**config.mk**
```make
export PLATFORM = sky130hd
export DESIGN_NAME = uart_rx_deserializer
export DESIGN_NICKNAME = d
export VERILOG_FILES = /design/src/rtl/uart_rx_deserializer.sv
export SDC_FILE = /design/constraint.sdc
export NUM_CORES = 1
export LEC_CHECK = 0
export ABC_AREA = 1
export CORE_UTILIZATION = 25
export DETAILED_ROUTE_END_ITERATION = 8
export PLACE_DENSITY_LB_ADDON = 0.12
export SKIP_CTS_REPAIR_TIMING = 1
export SYNTH_ARGS = -nofsm -noshare
export SYNTH_HDL_FRONTEND = slang
export SYNTH_SLANG_ARGS = --single-unit
```
**constraint.sdc**
```tcl
create_clock -name clk -period 1.55 [get_ports clk]
set_input_delay 0.155 -clock clk [delete_from_list [all_inputs] [get_ports clk]]
set_output_delay 0.155 -clock clk [all_outputs]
set_load 0.02 [all_outputs]
```
**src/rtl/uart_rx_deserializer.sv**
```systemverilog
// 8N1 UART receiver: 2-flop input synchroniser, mid-bit sampling FSM,
// and a byte output held under a valid/rd_ack handshake with error pulses.
module uart_rx_deserializer #(
  parameter int CLKS_PER_BIT = 521,
  parameter int HALF_BIT     = CLKS_PER_BIT / 2
) (
  input  logic       clk,
  input  logic       reset,
  input  logic       RX,
  output logic [7:0] data,
  output logic       valid,
  input  logic       rd_ack,
  output logic       busy,
  output logic       framing_err,
  output logic       overrun
);

  typedef enum logic [2:0] {
    S_IDLE,
    S_START,
    S_DATA,
    S_STOP,
    S_BREAK
  } state_t;

  localparam logic [15:0] HALF_M1 = 16'(HALF_BIT - 1);
  localparam logic [15:0] BIT_M1  = 16'(CLKS_PER_BIT - 1);

  state_t      state, state_n;
  logic [15:0] cnt, cnt_n;
  logic [2:0]  bit_idx, bit_idx_n;
  logic [7:0]  shreg, shreg_n;
  logic [7:0]  data_n;
  logic        valid_n, ferr_n, ovr_n;
  logic        rx_meta, rx_s;

  // Synchroniser presets to the idle level so reset never looks like a start bit.
  always_ff @(posedge clk) begin
    if (reset) begin
      rx_meta <= 1'b1;
      rx_s    <= 1'b1;
    end else begin
      rx_meta <= RX;
      rx_s    <= rx_meta;
    end
  end

  // NOTE: clocked state uses non-blocking assignments only, so every flop
  // samples the pre-edge value of every other flop regardless of statement order.
  always_ff @(posedge clk) begin
    if (reset) begin
      state       <= S_IDLE;
      cnt         <= '0;
      bit_idx     <= '0;
      shreg       <= '0;
      data        <= '0;
      valid       <= 1'b0;
      framing_err <= 1'b0;
      overrun     <= 1'b0;
    end else begin
      state       <= state_n;
      cnt         <= cnt_n;
      bit_idx     <= bit_idx_n;
      shreg       <= shreg_n;
      data        <= data_n;
      valid       <= valid_n;
      framing_err <= ferr_n;
      overrun     <= ovr_n;
    end
  end

  // NOTE: every signal driven here gets a default before the case statement,
  // otherwise paths that do not assign it would infer a latch.
  always_comb begin
    state_n   = state;
    cnt_n     = cnt;
    bit_idx_n = bit_idx;
    shreg_n   = shreg;
    data_n    = data;
    valid_n   = valid & ~rd_ack;
    ferr_n    = 1'b0;
    ovr_n     = 1'b0;

    case (state)
      S_IDLE: begin
        cnt_n = '0;
        if (!rx_s) state_n = S_START;
      end
      S_START: begin
        if (cnt == HALF_M1) begin
          cnt_n     = '0;
          bit_idx_n = '0;
          state_n   = rx_s ? S_IDLE : S_DATA;
        end else begin
          cnt_n = cnt + 16'd1;
        end
      end
      S_DATA: begin
        if (cnt == BIT_M1) begin
          cnt_n            = '0;
          shreg_n[bit_idx] = rx_s;
          bit_idx_n        = bit_idx + 3'd1;
          if (bit_idx == 3'd7) state_n = S_STOP;
        end else begin
          cnt_n = cnt + 16'd1;
        end
      end
      S_STOP: begin
        if (cnt == BIT_M1) begin
          cnt_n = '0;
          if (rx_s) begin
            // A fresh byte beats a same-edge acknowledge of the old one.
            data_n  = shreg;
            valid_n = 1'b1;
            ovr_n   = valid & ~rd_ack;
            state_n = S_IDLE;
          end else begin
            ferr_n  = 1'b1;
            state_n = S_BREAK;
          end
        end else begin
          cnt_n = cnt + 16'd1;
        end
      end
      S_BREAK: begin
        cnt_n = '0;
        if (rx_s) state_n = S_IDLE;
      end
      default: state_n = S_IDLE;
    endcase
  end

  assign busy = (state != S_IDLE);

endmodule

```
# ---- Word level (Yosys, flattened, before mapping)
# Index checks and enable logic that the tools add are counted.
dict set report totals {
  elab_cells 67
  regBits 43
  input_bits 4
  out_inout_bits 12
}
dict set report op_classes {
  n_reduce_logical 13
  mux 22
  add_sub_neg 2
  bitwise_logic 5
  eq_ne 13
  n_lt_le_gt_ge 2
}
# operator count
set op_table {}
lappend op_table {{case mux 16 bit (3 select lines)} 1}
lappend op_table {{2-to-1 mux 16 bit} 2}
lappend op_table {{2-to-1 mux 3 bit} 9}
lappend op_table {{adder 16 x 1 -> 16 bit, second input constant} 1}
lappend op_table {{equality test 16 x 10 -> 1 bit, second input constant} 1}
lappend op_table {{equality test 16 x 9 -> 1 bit, second input constant} 1}
lappend op_table {{case mux 3 bit (5 select lines)} 1}
lappend op_table {{inequality test 2 bit, second input constant} 6}
lappend op_table {{bitwise mux 8 bit} 1}
lappend op_table {{equality test 3 x 2 -> 1 bit, second input constant} 2}
lappend op_table {{equality test 3 bit, second input constant} 2}
lappend op_table {{case mux 3 bit (2 select lines)} 1}
lappend op_table {{AND reduction 3 bit} 2}
lappend op_table {{AND reduction 6 bit} 1}
lappend op_table {{nonzero test 3 bit} 2}
lappend op_table {{2-to-1 mux 1 bit} 5}
lappend op_table {{less-than comparator 3 x 4 -> 1 bit, second input constant} 1}
lappend op_table {{NOT 1 bit} 4}
lappend op_table {{OR reduction 2 bit} 2}
lappend op_table {{OR reduction 4 bit} 1}
lappend op_table {{adder 3 x 1 -> 3 bit, second input constant} 1}
lappend op_table {{demux 1 bit (select 3 bit)} 1}
lappend op_table {{equality test 3 x 1 -> 1 bit, second input constant} 1}
lappend op_table {{>= comparator 3 x 1 -> 1 bit, second input constant} 1}
lappend op_table {{other kinds (7)} 7}

# ---- Longest topological paths before layout
dict set report logic_depth {
  ltp_word 5
  ltp_mapped 11
  mapped_depth_nobuf 10
}

# ---- Worst setup path after synthesis
# No wires, ideal clock.
dict set report synth_timing {
  path_kind {register to register}
  from {register cnt[0]}
  to {register cnt[8]}
  arrival_ps 1307
  stages_incl_launch_ff 11
  path_slack_ps 124
  path_cell_list {dfxtp_1 > inv_1 > ha_1 > nand3_1 > inv_1 > nand3b_4 > o21ai_2 > nand2_2 > nand2_4 > buf_12 > nor2_2}
}
dict set report synth_via {
  elab_chain_len 3
  elab_cells_between_ends 6
}
# element line
set synth_lines {}
lappend synth_lines {{start, declared} 30} ;# logic [15:0] cnt, cnt_n;
lappend synth_lines {{start signal, assigned} 62} ;# cnt <= cnt_n;
lappend synth_lines {{adder 16 x 1 -> 16 bit (tied with other cells)} {95, 105, 122}}
lappend synth_lines {{2-to-1 mux 16 bit (on tied branches)} {99, 109, 90}}
lappend synth_lines {{case mux 16 bit (3 select lines) (*)} 84} ;# case (state)
# Every way passes the cells marked *; elsewhere a longest branch is shown, timed or not.
# A chain may end at the register's enable or synchronous reset.

# ---- Final worst setup path
dict set report layout_timing {
  from {register state[2]}
  to {register shreg[6]}
}
dict set report layout_via {
  elab_chain_len 2
}
# element line
set layout_lines {}
lappend layout_lines {{start, declared} 29} ;# state_t state, state_n;
lappend layout_lines {{start signal, assigned} 61} ;# state <= state_n;
lappend layout_lines {{equality test 3 x 2 -> 1 bit} 84}
lappend layout_lines {{AND reduction 2 bit (no line)} -}
lappend layout_lines {{end signal, assigned} 64} ;# shreg <= shreg_n;
lappend layout_lines {{end, declared} 32} ;# logic [7:0] shreg, shreg_n;
# No other way between the ends.

==> metrics.txt <==
outcome completed; initial DRC count 88; Max Fclk 690 MHz; setup TNS 0 ns; Clock Sinks 43; fin nets 368; first-pass GRT wire length 8.53 mm; final instance count without filler cells 469; Worst EP arrival 1.65 ns; nature of the critical path startpoint register; Total GRT Usage 11.1%; largest net degree at the start of global routing 19; Syn Area/Cell 7.13 µm²; final hold vios 0; Synth area leader dfxtp_1; final core utilization 34.1%; Die X 96.9 µm; Clock Latency Late Sink 0.30 ns; Post-synth ARST share 0%; clk root buf clkbuf_8; Final Max Tran Viols 0; CP Cell Sequence inv_2 -> nand2_2 -> nor2_4 -> inv_2 -> or2_4 -> nor3_4 -> nand2_1 -> nand2_1 -> nor2_1; worst slew pin tran 0.347 ns; Core ar. 8720 µm²; initial antenna violation count 0; DRT Wirelength 5.17 mm; routed length per instance 11.0 µm; number of global-route vias before repair 1,850; post-synth net total 324; Final ANT Viol Nets 0; register area share after synthesis 38.2%; fillcell total 924; Die ar. 9390 µm²; worst hold slack 0.415 ns; WS Path Type register to register; cts bufs inserted 5; H-tree lvl count 2; Reg clk slew, reported paths 0.09 ns; Ys Warns 0; Placed Cells incl. Taps 451; max incr delay on CP 0.36 ns; fin crit share 93.5%; diode count 0; RSZ-0062 raised after global routing yes; EDFF count, synth 0; CP max-delay cell dfxtp_4; top-area cell type share of the netlist area 38.2%; total global routing overflow 0; DRC viols 0; GP Congestion 0.754; num rows 34; detailed placement HPWL 3.56 mm; CTS max path bufs 2; area grow syn2layout 31.9%; Max Clock Skew 0.00390 ns; flops & latches, synth 43; Worst VDD drop 0.000691 V; Slew HR 76.7%; flop2flop setup slack 0.10 ns; synth unique cells 34; # IOs 16; Initial Util 25.8%; Synth Instances 316; vias 2,024; Crit Path Max Fanout 5; Setup Viol. Count Final 0; CP endpoint kind register; worst hold path type register to register; share of layout cells above drive strength 1 31.3%; CTS tree done; Lkg Pwr 1.25 nW; DRT Pass-1 Iters 4; Synth Flop Type dfxtp_1; PD cells 1070 nW/µm²; fin crit period 1.45 ns; Synth area leaders dfxtp_1, nand2_1, nor2_1; maximum capacitance violations 0; vias per inst 4.32; required time of the critical path 1.75 ns; Syn Std Cell Area 2250 µm²; Port Buffers 15; die height 96.9 µm
==> area by class of cell <==
class / count / area, µm² / share of cell area, %
repair buffers: 40 / 344 / 11.6
multi-input cells: 229 / 1370 / 46.0
well taps: 108 / 135 / 4.55
flip-flops and latches: 43 / 877 / 29.5
clock buffers: 5 / 68.8 / 2.32
inverters: 41 / 156 / 5.27
clock inverters: 3 / 23.8 / 0.800
==> metal layers <==
metal | up-vias | share of wire (%) | global-route usage, %
li1 | 1086 | - | -
met1 | 911 | 52 | 14.8
met2 | 23 | 45 | 17.9
met3 | 4 | 2.7 | 2.46
met4 | 0 | 0.85 | 3.44
met5 | - | 0 | 0
==> synthesized netlist by cell type, types with 2 or more instances <==
cell,instances
nand2_1,66
nor2_1,61
dfxtp_1,43
inv_1,35
nor2_2,13
nand3_1,12
nand4_1,12
xor2_1,9
a21oi_1,8
nand2_2,7
o21ai_0,7
inv_2,5
nor3_2,5
ha_1,4
nor2_4,4
clkbuf_1,3
nor3_1,3
o21ai_2,2
or2_2,2
==> kinds of logic after synthesis <==
family | share of synthesized area [%]
buffers and inverters | 8.94
and+or+nand+nor | 41.8
DFF | 38.2
adders and majority gates | 2.22
AOI/OAI and AO/OA | 4.94
xor gates and xnor gates | 3.89
==> worst paths after layout <==
check                           startpoint  cells after the start  endpoint
worst min-delay path               rx_meta                      1      rx_s
worst max register to register    state[2]                      9  shreg[6]
worst min register to register     rx_meta                      1      rx_s
worst max-delay path              state[2]                      9  shreg[6]
==> critical path: cells and delay by family, from the launching register on <==
kind	cells	cell delay, ns
buffers and inverters	2	0.12
DFF	1	0.36
and+or+nand+nor	7	0.86
==> through the flow <==
stage | area (µm²) | worst slack (ns) | total power, mW
after global routing | 2970 | -0.0228 | 3.40
after floorplan | 2250 | 0.124 | 1.94
after CTS | 2720 | -0.140 | 2.91
after detailed placement | 2630 | -0.0329 | 2.13
after global placement | 2630 | -0.0167 | 2.14
final | 2970 | 0.101 | 3.17
==> cell usage in the layout, fill, tap and decap left out, drive strengths merged <==
cell type,Yosys,layout
a21oi,8,8
and2,1,1
buf,3,25
clkbuf,3,5
clkdlybuf4s50,0,14
clkinv,1,1
clkinvlp,0,2
dfxtp,43,43
dlymetal6s2s,0,1
ha,4,4
inv,40,41
nand2,74,75
nand3,13,15
nand3b,2,2
nand4,12,12
nor2,78,78
nor3,8,8
nor3b,1,1
o21ai,10,10
o22ai,1,1
o31ai,1,1
or2,3,3
xnor2,1,1
xor2,9,9
==> state kept, by name, summed over array words and instances (netlist names) <==
name         cells
rx_s             1
data             8
shreg            8
state            3
overrun          1
cnt             16
rx_meta          1
bit_idx          3
framing_err      1
valid            1
==> power by group <==
| part | switching [mW] | internal (mW) |
|---|---|---|
| clock | 0.436 | 0.323 |
| sequential | 0.0652 | 1.17 |
| combinational | 0.733 | 0.446 |
| total | 1.23 | 1.94 |
No activity file was read; power rests on OpenSTA's default activity.
